## src/rtl/alu_cmd_sequencer.sv

```systemverilog
`default_nettype none
// ============================================================================
//  Module      : alu_cmd_sequencer
//  Description : Command-driven front end for the 8-bit ALU datapath. LOAD_A,
//                LOAD_B, EXEC and EXEC_ACC commands are queued in a small FIFO
//                and replayed one at a time; operands and opcode are held
//                stable toward the ALU, ALU_LAT cycles are waited, then the
//                result and flags are returned over a valid/ready channel.
//  Revision    : 1.0 - initial release
// ============================================================================
module alu_cmd_sequencer #(
    parameter int DEPTH   = 4,
    parameter int ALU_LAT = 1
) (
    input  logic                     clk,
    input  logic                     rst_n,
    input  logic                     ena,
    input  logic                     cmd_valid,
    output logic                     cmd_ready,
    input  logic [1:0]               cmd_op,
    input  logic [7:0]               cmd_data,
    input  logic [2:0]               cmd_ctl,
    input  logic [2:0]               cmd_sh,
    output logic [7:0]               alu_a,
    output logic [7:0]               alu_b,
    output logic [2:0]               alu_ctl,
    output logic [2:0]               alu_sh,
    input  logic [7:0]               alu_res,
    input  logic [3:0]               alu_flags,
    output logic                     res_valid,
    input  logic                     res_ready,
    output logic [7:0]               res_data,
    output logic [3:0]               res_flags,
    output logic                     busy,
    output logic [$clog2(DEPTH):0]   fifo_cnt
);

    localparam int c_aw  = $clog2(DEPTH);
    localparam int c_cw  = c_aw + 1;
    localparam int c_wcw = $clog2(ALU_LAT + 1);

    localparam logic [c_cw-1:0]  c_depth = c_cw'(DEPTH);
    localparam logic [c_wcw-1:0] c_wlat  = c_wcw'(ALU_LAT - 1);

    localparam logic [1:0] c_OP_LOAD_A = 2'b00;
    localparam logic [1:0] c_OP_LOAD_B = 2'b01;

    typedef enum logic [1:0] {
        S_IDLE = 2'd0,
        S_WAIT = 2'd1,
        S_RESP = 2'd2
    } state_t;

    // Queue storage: {op[1:0], data[7:0], ctl[2:0], sh[2:0]}
    logic [15:0]      r_mem [DEPTH];
    logic [c_aw-1:0]  r_wptr;
    logic [c_aw-1:0]  r_rptr;
    logic [c_cw-1:0]  r_cnt;

    state_t           r_state;
    state_t           w_state_nxt;
    logic [c_wcw-1:0] r_wcnt;
    logic             r_acc;

    logic [7:0]       r_alu_a;
    logic [7:0]       r_alu_b;
    logic [2:0]       r_alu_ctl;
    logic [2:0]       r_alu_sh;
    logic             r_res_valid;
    logic [7:0]       r_res_data;
    logic [3:0]       r_res_flags;

    logic             w_push;
    logic             w_pop;
    logic             w_capture;
    logic             w_release;
    logic [15:0]      w_head;
    logic [1:0]       w_head_op;
    logic [7:0]       w_head_data;
    logic [2:0]       w_head_ctl;
    logic [2:0]       w_head_sh;

    assign w_head      = r_mem[r_rptr];
    assign w_head_op   = w_head[15:14];
    assign w_head_data = w_head[13:6];
    assign w_head_ctl  = w_head[5:3];
    assign w_head_sh   = w_head[2:0];

    // Reset gating keeps the upstream from seeing a ready while held in reset
    assign cmd_ready = ena & rst_n & (r_cnt != c_depth);
    assign w_push    = cmd_valid & cmd_ready;
    // Only IDLE consumes commands, so loads retire one per cycle
    assign w_pop     = ena & (r_state == S_IDLE) & (r_cnt != '0);

    // FIFO storage, pointers and occupancy; push and pop may coincide
    always_ff @(posedge clk or negedge rst_n) begin
        if (!rst_n) begin
            for (int i = 0; i < DEPTH; i++) begin
                r_mem[i] <= '0;
            end
            r_wptr <= '0;
            r_rptr <= '0;
            r_cnt  <= '0;
        end else begin
            if (w_push) begin
                r_mem[r_wptr] <= {cmd_op, cmd_data, cmd_ctl, cmd_sh};
                r_wptr        <= r_wptr + c_aw'(1);
            end
            if (w_pop) begin
                r_rptr <= r_rptr + c_aw'(1);
            end
            case ({w_push, w_pop})
                2'b10:   r_cnt <= r_cnt + c_cw'(1);
                2'b01:   r_cnt <= r_cnt - c_cw'(1);
                default: r_cnt <= r_cnt;
            endcase
        end
    end

    // FSM state register
    always_ff @(posedge clk or negedge rst_n) begin
        if (!rst_n) begin
            r_state <= S_IDLE;
        end else begin
            r_state <= w_state_nxt;
        end
    end

    // FSM next state and datapath strobes; everything holds while ena is low
    always_comb begin
        w_state_nxt = r_state;
        w_capture   = 1'b0;
        w_release   = 1'b0;
        if (ena) begin
            case (r_state)
                S_IDLE: begin
                    if (w_pop && w_head_op[1]) begin
                        w_state_nxt = S_WAIT;
                    end
                end
                S_WAIT: begin
                    if (r_wcnt == '0) begin
                        w_capture   = 1'b1;
                        w_state_nxt = S_RESP;
                    end
                end
                S_RESP: begin
                    if (res_ready) begin
                        w_release   = 1'b1;
                        w_state_nxt = S_IDLE;
                    end
                end
                default: w_state_nxt = S_IDLE;
            endcase
        end
    end

    // Operand/opcode registers, latency counter and result capture
    always_ff @(posedge clk or negedge rst_n) begin
        if (!rst_n) begin
            r_alu_a     <= '0;
            r_alu_b     <= '0;
            r_alu_ctl   <= '0;
            r_alu_sh    <= '0;
            r_wcnt      <= '0;
            r_acc       <= 1'b0;
            r_res_valid <= 1'b0;
            r_res_data  <= '0;
            r_res_flags <= '0;
        end else if (ena) begin
            if (w_pop) begin
                case (w_head_op)
                    c_OP_LOAD_A: r_alu_a <= w_head_data;
                    c_OP_LOAD_B: r_alu_b <= w_head_data;
                    default: begin
                        r_alu_ctl <= w_head_ctl;
                        r_alu_sh  <= w_head_sh;
                        r_acc     <= w_head_op[0];
                        r_wcnt    <= c_wlat;
                    end
                endcase
            end
            if (r_state == S_WAIT) begin
                if (w_capture) begin
                    r_res_data  <= alu_res;
                    r_res_flags <= alu_flags;
                    r_res_valid <= 1'b1;
                    // Accumulate: the result becomes the next A operand
                    if (r_acc) begin
                        r_alu_a <= alu_res;
                    end
                end else begin
                    r_wcnt <= r_wcnt - c_wcw'(1);
                end
            end
            if (w_release) begin
                r_res_valid <= 1'b0;
            end
        end
    end

    assign alu_a     = r_alu_a;
    assign alu_b     = r_alu_b;
    assign alu_ctl   = r_alu_ctl;
    assign alu_sh    = r_alu_sh;
    assign res_valid = r_res_valid;
    assign res_data  = r_res_data;
    assign res_flags = r_res_flags;
    assign busy      = (r_state != S_IDLE) | (r_cnt != '0);
    assign fifo_cnt  = r_cnt;

endmodule
`default_nettype wire

```

## config.mk

```make
export PLATFORM = sky130hd
export DESIGN_NAME = alu_cmd_sequencer
export DESIGN_NICKNAME = d
export VERILOG_FILES = /design/src/rtl/alu_cmd_sequencer.sv
export SDC_FILE = /design/constraint.sdc
export NUM_CORES = 1
export LEC_CHECK = 0
export BUFFER_PORTS_ARGS = -buffer_cell sky130_fd_sc_hd__buf_2
export CAP_MARGIN = 20
export CORE_AREA = 2 2 77 134
export DETAILED_ROUTE_END_ITERATION = 8
export DIE_AREA = 0 0 79 136
export PLACE_DENSITY = 0.7
export REMOVE_ABC_BUFFERS = 1
export SYNTH_ARGS = -nofsm -noshare
export SYNTH_HDL_FRONTEND = slang
export SYNTH_SLANG_ARGS = --single-unit
```

## constraint.sdc

```tcl
create_clock -name clk -period 3.6 [get_ports clk]
set_clock_uncertainty 0.15 [all_clocks]
set_input_delay 0.72 -clock clk [delete_from_list [all_inputs] [get_ports clk]]
set_output_delay 0.72 -clock clk [all_outputs]
set_load 0.02 [all_outputs]
```

Word-level counts from Yosys, hierarchy flattened
Cells that the tools add are included.
Word-level totals
  bits of input ports: 33
  word-level logic and storage cells: 87
  bits in registers: 110
  output and inout port bits: 40
Operators by class
  add/sub/neg operators: 5
  magnitude comparators: 3
  equal/unequal tests: 9
  reduce and logical (&&, ||, !) cells: 15
  mux-type cells: 29
  bitwise operators: 9
Operators by type and width (number)
  $bwmux 64: 1
  $mux 16: 3
  $mux 8: 5
  $bmux 16 s2: 1
  $demux 16 s2: 1
  $mux 1: 13
  $reduce_and 3->1: 4
  $reduce_bool 2->1: 4
  $eq 2x1->1 const B: 3
  $ge 3x3->1 const B: 2
  $mux 2: 3
  $not 2->3: 2
  $pmux 2 s3: 1
  $pmux 3 s2: 1
  $and 1x1->1: 5
  $add 2x1->2 const B: 2
  $eq 2x2->1 const B: 2
  $logic_not 2->1: 2
  $ne 2x2->1 const B: 2
  $reduce_and 4->1: 1
  $add 3x1->3 const B: 1
  $lt 3x1->1 const B: 1
  $ne 3x3->1 const B: 1
  $reduce_bool 3->1: 1
  7 further kinds: 8

Logic depth before layout (Yosys ltp)
  depth after elaboration: 10
  gate-level depth with buffers: 9
  depth with buffers taken out: 9

Least setup slack after synthesis
OpenSTA, ideal clock, no wires.
  path type: input to register
  start point: in ena
  end point: reg r_cnt[2], in the netlist fifo_cnt[2]
  data required time: 3370 ps
  path slack: 917 ps
  path buffers: 0
  cell stages on the path: 8
  data arrival time: 2453 ps
  library setup time: 80 ps
  cell sequence: or3b_2 nor2_1 ha_1 inv_1 fa_1 xor2_1 nor2_1 xor2_1
Between the ends
  elaborated cells on any way between the ends: 9
  classes of those cells: eq/ne: 2; mux: 1; bitwise: 5; reduce/logical: 1
RTL lines
  start, declared: RTL line 17  | input logic ena,
  $and 1x1->1 * (2 in a row): RTL line 93  | assign w_pop = ena & (r_state == S_IDLE) & (r_cnt != '0);
  net w_pop: RTL line 74  | logic w_pop;
  $eq 2x1->1 or $eq 2x2->1 (tied branches): RTL line 112  | case ({w_push, w_pop})
  $pmux 3 s2 or $reduce_bool 2->1 (tied branches)
  end signal, assigned: RTL line 113  | 2'b10: r_cnt <= r_cnt + c_cw'(1);
  end signal, assigned: RTL line 114  | 2'b01: r_cnt <= r_cnt - c_cw'(1);
  end signal, assigned: RTL line 115  | default: r_cnt <= r_cnt;
  end, declared: RTL line 58  | logic [c_cw-1:0] r_cnt;
The timed path passes the listed nets; every way through them passes the cells marked *.
A chain may end at the register's enable or synchronous reset.

Final worst setup path
Ends and elaborated chain as after synthesis.

==> parameters.txt <==
Parameter                              Value

Run status
  Outcome    completed

Detailed routing
  Post-route DRC violation count    0
  First-pass iteration count of the detailed router    4
  Total via count after detailed routing    2766
  Wire length per cell after detailed routing    17.3 um
  WL final    9020 um
  Violation count after the first detailed-routing iteration    134
  Post-DR vias/cell    5.30
  ANT nets after route    0

Timing
  Worst relative slew slack    48.0%
  Post-route clock period utilization    74.2%
  Setup tns final    0 ps
  Setup WS post-layout    928 ps
  Setup repair after global routing missed its margin    false
  Number of setup violations in the final report    0
  Final hold viol count    0
  Peak clock frequency supported by timing    0.374 GHz
  Final critical path time including I/O delays and setup    2670 ps
  Transition time at the pin with the least slew margin    780 ps
  Pins Over Slew Limit    0

Clock network
  Post-cts repair resize count    0
  Root buffer cell    clkbuf_16
  Clock sink total    110
  Clock network latency to the later pin of the worst-skew pair    340 ps
  Number of buffers created by CTS    9
  Maximum count of clock buffers along a single path    2
  Number of buffers inserted for hold repair after clock tree synthesis    0
  Depth of the CTS H-tree    3
  Post-CTS setup-driven buffer insertion count    0
  Clock transition at path regs    70 ps
  CTS tree    done

Critical path
  Nature of the critical path startpoint    input pin
  Setup slack, reg-to-reg    970 ps
  Depth of the worst register-to-register path    8
  Peak fanout along the critical path    7
  Critical path required time    3710 ps
  Endpoint of the worst register-to-register path    fifo_cnt[2]$_DFFE_PN0P_
  Kind of end point of the critical path    flop
  Crit Path Category    input pin to flop
  Critical path data arrival time    2780 ps
  Startpoint of the worst-slack reg-to-reg timing path    r_state[1]$_DFFE_PN0P_

Synth
  Part of the Yosys area used for sequential elements    58.6%
  Async set or reset register ratio after synthesis    100%
  Top FF cell, synth    dfrtp_1
  Distinct cells, synth    27
  Top cell type's share of synthesized area    58.6%
  Number of enable flip-flop cells after synthesis    0
  Post-synth top area cell    dfrtp_1
  Avg Cell Area, Syn    15.1 um2
  Seq cells post-synth    110
  Cells after synthesis    311
  Synth Cell Area    4700 um2
  Syn. warnings    0
  Largest cells by area after synthesis    dfrtp_1, mux2_2, mux4_2, inv_1, ha_1

Cells and area
  Most common cell after layout, fill and taps aside    dfrtp_1
  Highest-count cells in the layout ignoring fill and taps    dfrtp_1, mux2_2, buf_2
  Number of filler cells placed in the layout    818
  Area growth, synth to finish    17.9%
  Antenna cells    0
  Share of layout cells above drive strength 1    52.9%
  Area of the multi-input gates    1830 um2
  Nets    431
  Sequential cell area    2750 um2

Pwr
  Power Density    931 nW/um2
  P_leak    2.61 nW
  Worst vdd ir    0.366 mV

Floorplanning
  Std cell rows    48
  Number of placed I/O pins    73
  Initial core utilization    48.3%
  Area of the core region    9730 um2
  Die area    10700 um2
  Die extent in y    136 um
  Horizontal die dimension    79 um

Job
  Max Cap Viol    0

Global routing
  Remaining global-route overflow    0
  Wire length of the first global-routing pass    14800 um
  Maximum number of pins on one net before global-route repair    64
  Overall track demand over capacity in global routing    18.1%
  Via count of the first global-routing pass    2919
  Initial antenna violation count    0

Placement
  Final GP Congestion    0.722
  Number of buffer cells added on primary ports    72
  Pre-CTS setup slack    604 ps
  HPWL Detailed    6350 um

Min path
  Kind of path behind the tightest hold check    input pin to asynchronous set/reset pin
==> cells by family (layout without fill, tap and decap cells) <==
kind of cell               count (synthesis)  after routing  synth area share (%)
DFF                                      110            110                  58.6
and+or+nand+nor                           27             27                  3.01
xor gates and xnor gates                   6              6                  1.12
buffers and inverters                     29            115                  2.79
muxes                                    108            108                  29.7
AOI/OAI and AO/OA                         25             25                  3.09
adders and majority gates                  6              6                  1.76
==> power breakdown <==
group / switching, mW / internal (mW) / total [mW]
Clock: 0.423 / 0.559 / 0.982
Sequential: 0.373 / 1.84 / 2.21
Combinational: 0.911 / 1.05 / 1.96
Total: 1.71 / 3.45 / 5.16
==> cells in the mapped netlist, types with 3 or more instances <==
library cell / n
a21oi_1: 11
buf_6: 3
clkbuf_1: 8
dfrtp_1: 110
ha_1: 5
inv_1: 17
mux2_2: 91
mux4_2: 16
nand2_1: 12
nor2_1: 7
o21ai_0: 4
o22ai_1: 8
xnor2_1: 3
xor2_1: 3
==> cell type report <==
class | count | area share (%)
well taps | 125 | 2.82
repair buffers | 82 | 7.90
inverters | 17 | 1.15
clock buffers | 11 | 4.38
multi-input cells | 172 | 33.1
clock inverters | 5 | 1.02
flip-flops and latches | 110 | 49.7
==> critical path, cell delays in order <==
cell,delay [ps]
buf_2,140
or3b_2,500
nor2_1,310
ha_1,250
inv_1,60
fa_1,370
xor2_1,150
nor2_1,110
xor2_1,160
==> worst max-delay path by stage <==
stage,end,startpoint,depth (start not counted)
after floorplan,alu_a[0]$_DFFE_PN0P_,ena,4
after detailed placement,fifo_cnt[2]$_DFFE_PN0P_,ena,9
after global routing,fifo_cnt[2]$_DFFE_PN0P_,ena,9
after CTS,fifo_cnt[2]$_DFFE_PN0P_,ena,9
final,fifo_cnt[2]$_DFFE_PN0P_,ena,9
after global placement,fifo_cnt[2]$_DFFE_PN0P_,ena,9
==> registers in the layout (all words and copies together) (netlist names), 2 cells and up <==
register and flops:
alu_b 8, alu_a 8, alu_sh 3, r_mem 64, r_rptr 2, res_flags 4, r_wptr 2, alu_ctl 3
res_data 8, fifo_cnt 3, r_state 2
==> layer usage <==
layer,part of all wire (%),global-route usage (%)
met5,0,0
met4,1.9,6.99
met3,3.4,3.45
met2,55,32.7
met1,40,21.0
==> stage by stage <==
stage,hold slack (ps),std cells,cell area [um2],power [mW],util (%)
after detailed placement,338,506,5240,4.23,53.9
after floorplan,274,299,4630,3.60,-
after global routing,364,522,5540,5.50,57.0
after CTS,349,522,5540,5.23,57.0
final,328,522,5540,5.16,57.0
after global placement,331,506,5240,4.11,53.9
(Power assumes the default switching activity.)
